[src/rtl/timer_pkg.sv]
// Shared definitions for the irq_timer block: FSM encoding, register map and CTRL field layout.
package timer_pkg;

   typedef enum logic [1:0] {
      ST_IDLE = 2'd0,
      ST_LOAD = 2'd1,
      ST_CNT  = 2'd2,
      ST_INT  = 2'd3
   } state_t;

   localparam logic [1:0] ADDR_CTRL   = 2'd0;
   localparam logic [1:0] ADDR_PRESET = 2'd1;
   localparam logic [1:0] ADDR_COUNT  = 2'd2;

   localparam int unsigned CTRL_EN       = 32'd0;
   localparam int unsigned CTRL_MODE_LSB = 32'd1;
   localparam int unsigned CTRL_IM       = 32'd3;
   localparam int unsigned CTRL_DIV_LSB  = 32'd4;

   localparam logic [1:0] MODE_ONESHOT = 2'd0;
   localparam logic [1:0] MODE_RELOAD  = 2'd1;

endpackage

[src/rtl/timer_prescaler.sv]
// Prescale divider for irq_timer: strobes tick once every DIV+1 run cycles.
// Only instantiated when TIMER_PRESCALE_EN is defined.
module timer_prescaler #(
   parameter int PRESCALE_W = 8
) (
   input  logic                  clk,
   input  logic                  reset,
   input  logic                  clr,
   input  logic                  run,
   input  logic [PRESCALE_W-1:0] div,
   output logic                  tick
);

   logic [PRESCALE_W-1:0] pcnt_r;

   assign tick = run && (pcnt_r == div);

   // prescale counter: cleared on LOAD, advances and wraps only while counting
   always_ff @(posedge clk or posedge reset) begin
      if (reset) begin
         pcnt_r <= '0;
      end else if (clr) begin
         pcnt_r <= '0;
      end else if (run) begin
         if (pcnt_r == div) begin
            pcnt_r <= '0;
         end else begin
            pcnt_r <= pcnt_r + {{(PRESCALE_W-1){1'b0}}, 1'b1};
         end
      end
   end

endmodule

[src/rtl/irq_timer.sv]
// Memory-mapped countdown timer driving the CPU interrupt (one-shot sticky or auto-reload pulse).
// Optional prescaler (CTRL DIV field) is enabled by defining TIMER_PRESCALE_EN.
module irq_timer
   import timer_pkg::*;
#(
   parameter int PRESCALE_W = 8
) (
   input  logic        clk,
   input  logic        reset,
   input  logic [1:0]  addr,
   input  logic        we,
   input  logic [31:0] wdata,
   output logic [31:0] rdata,
   output logic        irq
);

   state_t      state_r, state_nxt_s;
   logic        en_r, im_r, pending_r;
   logic [1:0]  mode_r;
   logic [31:0] preset_r, count_r, count_nxt_s;
   logic        wr_ctrl_s, wr_preset_s;
   logic        set_pend_s, clr_pend_s, clr_en_s;
   logic        ps_clr_s, ps_run_s, tick_s;
   logic [31:0] ctrl_rd_s;
   logic        unused_s;

   assign wr_ctrl_s   = we && (addr == ADDR_CTRL);
   assign wr_preset_s = we && (addr == ADDR_PRESET);
   assign irq         = im_r & pending_r;

`ifdef TIMER_PRESCALE_EN
   logic [PRESCALE_W-1:0] div_r;

   timer_prescaler #(.PRESCALE_W(PRESCALE_W)) u_prescaler (
      .clk   (clk),
      .reset (reset),
      .clr   (ps_clr_s),
      .run   (ps_run_s),
      .div   (div_r),
      .tick  (tick_s)
   );

   // DIV field of CTRL
   always_ff @(posedge clk or posedge reset) begin
      if (reset) begin
         div_r <= '0;
      end else if (wr_ctrl_s) begin
         div_r <= wdata[CTRL_DIV_LSB +: PRESCALE_W];
      end
   end

   assign unused_s = ^{wdata[31:CTRL_DIV_LSB+PRESCALE_W]};
`else
   assign tick_s   = 1'b1;
   assign unused_s = ^{wdata[31:CTRL_DIV_LSB], ps_clr_s, ps_run_s, {PRESCALE_W{1'b0}}};
`endif

   // next-state and datapath control
   always_comb begin
      state_nxt_s = state_r;
      count_nxt_s = count_r;
      set_pend_s  = 1'b0;
      clr_pend_s  = 1'b0;
      clr_en_s    = 1'b0;
      ps_clr_s    = 1'b0;
      ps_run_s    = 1'b0;
      case (state_r)
         ST_IDLE: begin
            if (en_r) begin
               state_nxt_s = ST_LOAD;
            end else begin
               state_nxt_s = ST_IDLE;
            end
         end
         ST_LOAD: begin
            count_nxt_s = preset_r;
            ps_clr_s    = 1'b1;
            state_nxt_s = ST_CNT;
         end
         ST_CNT: begin
            ps_run_s = en_r;
            if (!en_r) begin
               state_nxt_s = ST_IDLE;
            end else if (!tick_s) begin
               state_nxt_s = ST_CNT;
            end else if (count_r > 32'd1) begin
               count_nxt_s = count_r - 32'd1;
            end else begin
               // 0 and 1 both terminate, so COUNT never wraps
               count_nxt_s = 32'd0;
               set_pend_s  = 1'b1;
               state_nxt_s = ST_INT;
            end
         end
         ST_INT: begin
            if (mode_r == MODE_RELOAD) begin
               clr_pend_s  = 1'b1;
               state_nxt_s = ST_LOAD;
            end else begin
               clr_en_s    = 1'b1;
               state_nxt_s = ST_IDLE;
            end
         end
         default: begin
            state_nxt_s = ST_IDLE;
         end
      endcase
      // a new PRESET restarts the sequence from IDLE
      if (wr_preset_s && (state_r != ST_IDLE)) begin
         state_nxt_s = ST_IDLE;
      end else begin
         state_nxt_s = state_nxt_s;
      end
   end

   // FSM state and COUNT
   always_ff @(posedge clk or posedge reset) begin
      if (reset) begin
         state_r <= ST_IDLE;
         count_r <= 32'd0;
      end else begin
         state_r <= state_nxt_s;
         count_r <= count_nxt_s;
      end
   end

   // CTRL and PRESET registers; a bus write to CTRL outranks the one-shot EN clear
   always_ff @(posedge clk or posedge reset) begin
      if (reset) begin
         en_r     <= 1'b0;
         mode_r   <= MODE_ONESHOT;
         im_r     <= 1'b0;
         preset_r <= 32'd0;
      end else begin
         if (wr_ctrl_s) begin
            en_r   <= wdata[CTRL_EN];
            mode_r <= wdata[CTRL_MODE_LSB +: 2];
            im_r   <= wdata[CTRL_IM];
         end else if (clr_en_s) begin
            en_r <= 1'b0;
         end
         if (wr_preset_s) begin
            preset_r <= wdata;
         end
      end
   end

   // pending flag; register writes win over a simultaneous expiry
   always_ff @(posedge clk or posedge reset) begin
      if (reset) begin
         pending_r <= 1'b0;
      end else if (wr_ctrl_s || wr_preset_s) begin
         pending_r <= 1'b0;
      end else if (set_pend_s) begin
         pending_r <= 1'b1;
      end else if (clr_pend_s) begin
         pending_r <= 1'b0;
      end
   end

   // CTRL readback image
   always_comb begin
      ctrl_rd_s                            = 32'd0;
      ctrl_rd_s[CTRL_EN]                   = en_r;
      ctrl_rd_s[CTRL_MODE_LSB +: 2]        = mode_r;
      ctrl_rd_s[CTRL_IM]                   = im_r;
`ifdef TIMER_PRESCALE_EN
      ctrl_rd_s[CTRL_DIV_LSB +: PRESCALE_W] = div_r;
`endif
   end

   // register read mux
   always_comb begin
      case (addr)
         ADDR_CTRL:   rdata = ctrl_rd_s;
         ADDR_PRESET: rdata = preset_r;
         ADDR_COUNT:  rdata = count_r;
         default:     rdata = 32'd0;
      endcase
   end

endmodule
[config.mk]
export PLATFORM = sky130hd
export DESIGN_NAME = irq_timer
export DESIGN_NICKNAME = d
export VERILOG_FILES = /design/src/rtl/timer_pkg.sv /design/src/rtl/timer_prescaler.sv /design/src/rtl/irq_timer.sv
export SDC_FILE = /design/constraint.sdc
export NUM_CORES = 1
export LEC_CHECK = 0
export ABC_AREA = 1
export CAP_MARGIN = 30
export CORE_MARGIN = 1
export CORE_UTILIZATION = 60
export CTS_BUF_LIST = sky130_fd_sc_hd__clkbuf_2 sky130_fd_sc_hd__clkbuf_4 sky130_fd_sc_hd__clkbuf_8
export DETAILED_ROUTE_END_ITERATION = 16
export GPL_TIMING_DRIVEN = 0
export PLACE_DENSITY = 0.94
export SLEW_MARGIN = 0
export SYNTH_ARGS = -nofsm -noshare
export SYNTH_HDL_FRONTEND = slang
export SYNTH_HIERARCHICAL = 1
export SYNTH_SLANG_ARGS = --single-unit
[constraint.sdc]
create_clock -name clk -period 7.8 [get_ports clk]
set_clock_uncertainty 0.15 [all_clocks]
set_input_delay 2.34 -clock clk [delete_from_list [all_inputs] [get_ports clk]]
set_output_delay 2.34 -clock clk [all_outputs]
set_load 0.02 [all_outputs]
## Yosys cells after proc, flatten, opt, wreduce, memory -nomap -nowiden

Index checks and enable logic that the tools add are counted.

- Register bits after elaboration: 71
- Latch bits: 0
- Bits in writable memories: 0
- Bits in read-only memories: 0
- Input bits: 37
- Word-level logic and storage cells: 51
- Memories: 0

- Add/subtract/negate cells: 1
- Multiply operators: 0
- Divide/modulo/power cells: 0
- Order comparisons: 1
- Equal/unequal tests: 8
- Shifts and indexed selects: 0
- Mux-type cells: 22
- Bitwise gates (word level): 1
- Reduce and logical (&&, ||, !) cells: 11

Operator list:

| cell | count |
|---|---|
| $pmux W32 S3 | 1 |
| $mux W32 | 2 |
| $pmux W32 S2 | 1 |
| $gt A32 B1 Y1 const B | 1 |
| $sub A32 B1 Y32 const B | 1 |
| $mux W1 | 14 |
| $pmux W2 S4 | 1 |
| $eq A2 B1 Y1 const B | 3 |
| $eq A2 B2 Y1 const B | 3 |
| $mux W2 | 3 |
| $reduce_bool A2 Y1 | 3 |
| $logic_not A2 Y1 | 2 |
| $ne A4 B4 Y1 const B | 1 |
| $logic_and A1 B1 Y1 | 3 |
| $reduce_bool A3 Y1 | 1 |
| $ne A2 B2 Y1 const B | 1 |
| $reduce_and A2 Y1 | 1 |
| $and A1 B1 Y1 | 1 |
| $logic_or A1 B1 Y1 | 1 |

## Depth between registers and ports, before layout

Gate-level depths: netlist (run 1).

- Depth in word-level cells: 6
- Depth in mapped cells: 12
- Gate-level depth less buffers: 11

## Least setup slack after synthesis (run 1)

No wires, ideal clock.

- Path kind: input to output
- Start point: in addr[0]
- End point: out rdata[10]
- Data arrival time: 3160 ps
- Data required time: 5310 ps
- Path slack: 2150 ps
- Cell stages on the path: 4
- Path buffers: 1
- Cells stage by stage: inv_1 nand2_1 clkbuf_1 o21ai_0

- Longest elaborated chain between the ends: 2

Ends and longest elaborated chain:

| item | line | source |
|---|---|---|
| start, declared | irq_timer.sv:10 | `input logic [1:0] addr,` |
| $eq A2 B2 Y1, or another cell as far along | irq_timer.sv:174 | `case (addr)` |
| $pmux W32 S3 (*) | irq_timer.sv:174 |  |
| end, declared | irq_timer.sv:13 | `output logic [31:0] rdata,` |

Every way passes the cells marked *; elsewhere a longest branch is shown, timed or not.

## Worst setup path after layout (run 1)

- Start point: in addr[0]
- End point: out rdata[7]

The elaborated chain is that of the path after synthesis.

==> flow_summary.ini, run 1 <==
[route]
wl_met1_mm = 5.54
wl_per_cell_microns = 17.4
via_per_inst = 5.82
wl_met2_mm = 6.51
drc = 0
postRouteAntennaNets = 0
met3_length_mm = 1.33
drtPass1Iterations = 8
wl_mm = 14.0
maxUsedRoutingLayer = met4
routed-via-count = 4689
drt_iter0_drc = 596

[global_routing]
first_global_vias = 4763
grt_max_degree = 72
grt_pass1_wl_mm = 22.5
overflow = 0
grt.total_usage_pct = 39.7
antenna_found_initial = 0

[hold_path]
hold_class = flip-flop to flip-flop

[clock_network]
clk_path_buf_depth = 2
ctsResizeCount = 0
cts_tree = done
clk_latency_ns = 0.36
cts_setup_buffers = 0
clkTransAtPathRegs_ns = 0.08
clock-sinks = 71
cts_hold_buf = 0
htree_levels = 3
root_buffer = clkbuf_8
cts_inserted_buffers = 9

[placement]
dpl.cell_count = 790
port_buffers = 69
hpwlAfterDp_mm = 10.0
dp_slack_ns = 0.706
placed_area_sq_um = 5150
gp_congestion = 0.956

[yosys]
yosys.cell_count.top_type = nand2_1
ys.flop_type = dfrtp_1
yosysWarnings = 6
synth_edf_count = 0
synthTopCellsByCount = nand2_1 (197), nor2_1 (76), dfrtp_1 (71), inv_1 (68), a21oi_1 (49)
yosys_register_bits = 71
synthesis.instances = 625
synth.distinct_cells = 27
synth_area_leaders = dfrtp_1 (41%), nand2_1 (17%), nor2_1 (6.6%)
syn-num-nets = 664
async_reset_ff_share_pct = 100
netlist.area_leader.share_pct = 40.9
syn_area_per_cell_sq_um = 6.94
yosysSeqAreaShare_pct = 40.9
yosysTopAreaCell = dfrtp_1
netlist_area_sq_um = 4340

[power]
p_leak_nw = 2.44
swShare_pct = 44.9
pwr-share-seq_pct = 33.5
p_switching_w = 0.000851
combPwrFrac_pct = 46.8
internal-power_w = 0.00104
clock_power_share_pct = 19.7
ir_drop_v = 0.000239
power_density_nw_per_um2 = 351

[cells_and_area]
final_nets = 744
num_antenna_cells = 0
area_growth_pct = 24.4
post-route-util_pct = 78.2
finalInstanceArea_sq_um = 5400
drive_above_1_share_pct = 6.48
instances_no_fill = 806

[floorplan]
die_y_microns = 87.0
ios = 70
rows = 30
start_util_pct = 62.8
dieArea_sq_um = 7580
core_area_sq_um = 6910
die_w_microns = 87.0

[sta]
post-route-period-util_pct = 92.6
relSlewSlack_pct = 40.2
timing.fmax_mhz = 138
rsz0062_at_grt = false
layout_setup_ws_ns = 0.574
drv_slew = 0
period_needed_ns = 7.23
worst-slew-pin-transition_ns = 0.897
finalSetupViolations = 0
hold_viol_final = 0
setup_tns_ns = 0

[worst_setup_path]
required_ns = 5.31
worstSetupStartpointType = primary input
critPathCaptureType = output port
crit_fanout = 10
critPathArrivalTime_ns = 4.74
critical_path_class = primary input to output port

[status]
status = finished clean

[flow_run]
drv_cap = 0
per-stage QoR:
stage               power [W]  hold slack, ns
floorplan             0.00120           0.314
global placement      0.00144           0.328
detailed placement    0.00148           0.331
CTS                   0.00186           0.349
global route          0.00199           0.376
finish                0.00190           0.348
registers in the layout (all words and copies together) (netlist names):
signal	cells
count_r	32
en_r	1
im_r	1
mode_r	2
pending_r	1
preset_r	32
state_r	2
kinds of logic after synthesis:
| group | synth area share, % |
|---|---|
| and+or+nand+nor | 29.8 |
| AOI/OAI and AO/OA | 16.4 |
| buffers and inverters | 10.0 |
| DFF | 40.9 |
| xor gates and xnor gates | 2.22 |
| adders and majority gates | 0.577 |
worst paths after layout:
kind                             start            to  slack, ns  cells past startpoint
min in group asynchronous        reset     pending_r       2.37                      2
setup / recovery               addr[0]      rdata[7]       0.57                      7
max in group asynchronous        reset  preset_r[17]       4.55                      2
setup reg to reg            count_r[0]   count_r[24]       5.62                      9
hold reg to reg            preset_r[5]   preset_r[5]       0.35                      2
hold / removal             preset_r[5]   preset_r[5]       0.35                      2
worst max-delay path, cell delays in order:
cell and delay (ns):
clkdlybuf4s50_1 0.51, inv_1 0.08, nor2_2 0.31, clkbuf_1 0.59, nand2_1 0.13, o21ai_0 0.13
clkdlybuf4s50_1 0.64
placed cells by master, fill, tap and decap left out, types with 10 or more instances in the layout:
cell             synthesis  routed
a21oi_1                 49      49
a22oi_1                 16      16
clkbuf_1                10      10
clkbuf_8                 0      10
clkdlybuf4s50_1          0      69
dfrtp_1                 71      71
inv_1                   68      67
nand2_1                197     197
nand3_1                 30      30
nor2_1                  76      76
o21ai_0                 41      41
xor2_1                  11      11
layout make-up:
| type | instances | area, sq um |
|---|---|---|
| multi-input cells | 459 | 2130 |
| flip-flops and latches | 71 | 1780 |
| fillers | 550 | 1510 |
| repair buffers | 69 | 691 |
| inverters | 71 | 269 |
| plain buffers | 24 | 168 |
| clock buffers | 10 | 138 |
| well taps | 96 | 120 |
| clock inverters | 6 | 108 |
per-layer routing:
metal  vias to the layer above  GRT usage (%)
li1                       2166              -
met1                      2146           49.7
met2                       302           63.7
met3                        75           7.49
met4                         0           24.2
met5                         -              0
power by group through the flow:
stage | sequential, W | combinational (W) | clock [W]
floorplan | 0.000594 | 0.000605 | 0
global placement | 0.000627 | 0.000815 | 0
detailed placement | 0.000631 | 0.000854 | 0
CTS | 0.000627 | 0.000866 | 0.000371
global route | 0.000645 | 0.000961 | 0.000387
finish | 0.000636 | 0.000887 | 0.000373
No activity file was read; power rests on OpenSTA's default activity.
==> inputs of run 2 (changes only) <==
- HOLD_SLACK_MARGIN: not set -> 0.02
==> results of run 2 <==
No change in the layout: final DEF, timing and power equal those of run 1.
==> inputs of run 3 (changes only) <==
- HOLD_SLACK_MARGIN: 0.02 -> not set
- SLEW_MARGIN: 0 -> not set
==> results of run 3 <==
No change in the layout: final DEF, timing and power equal those of run 1.
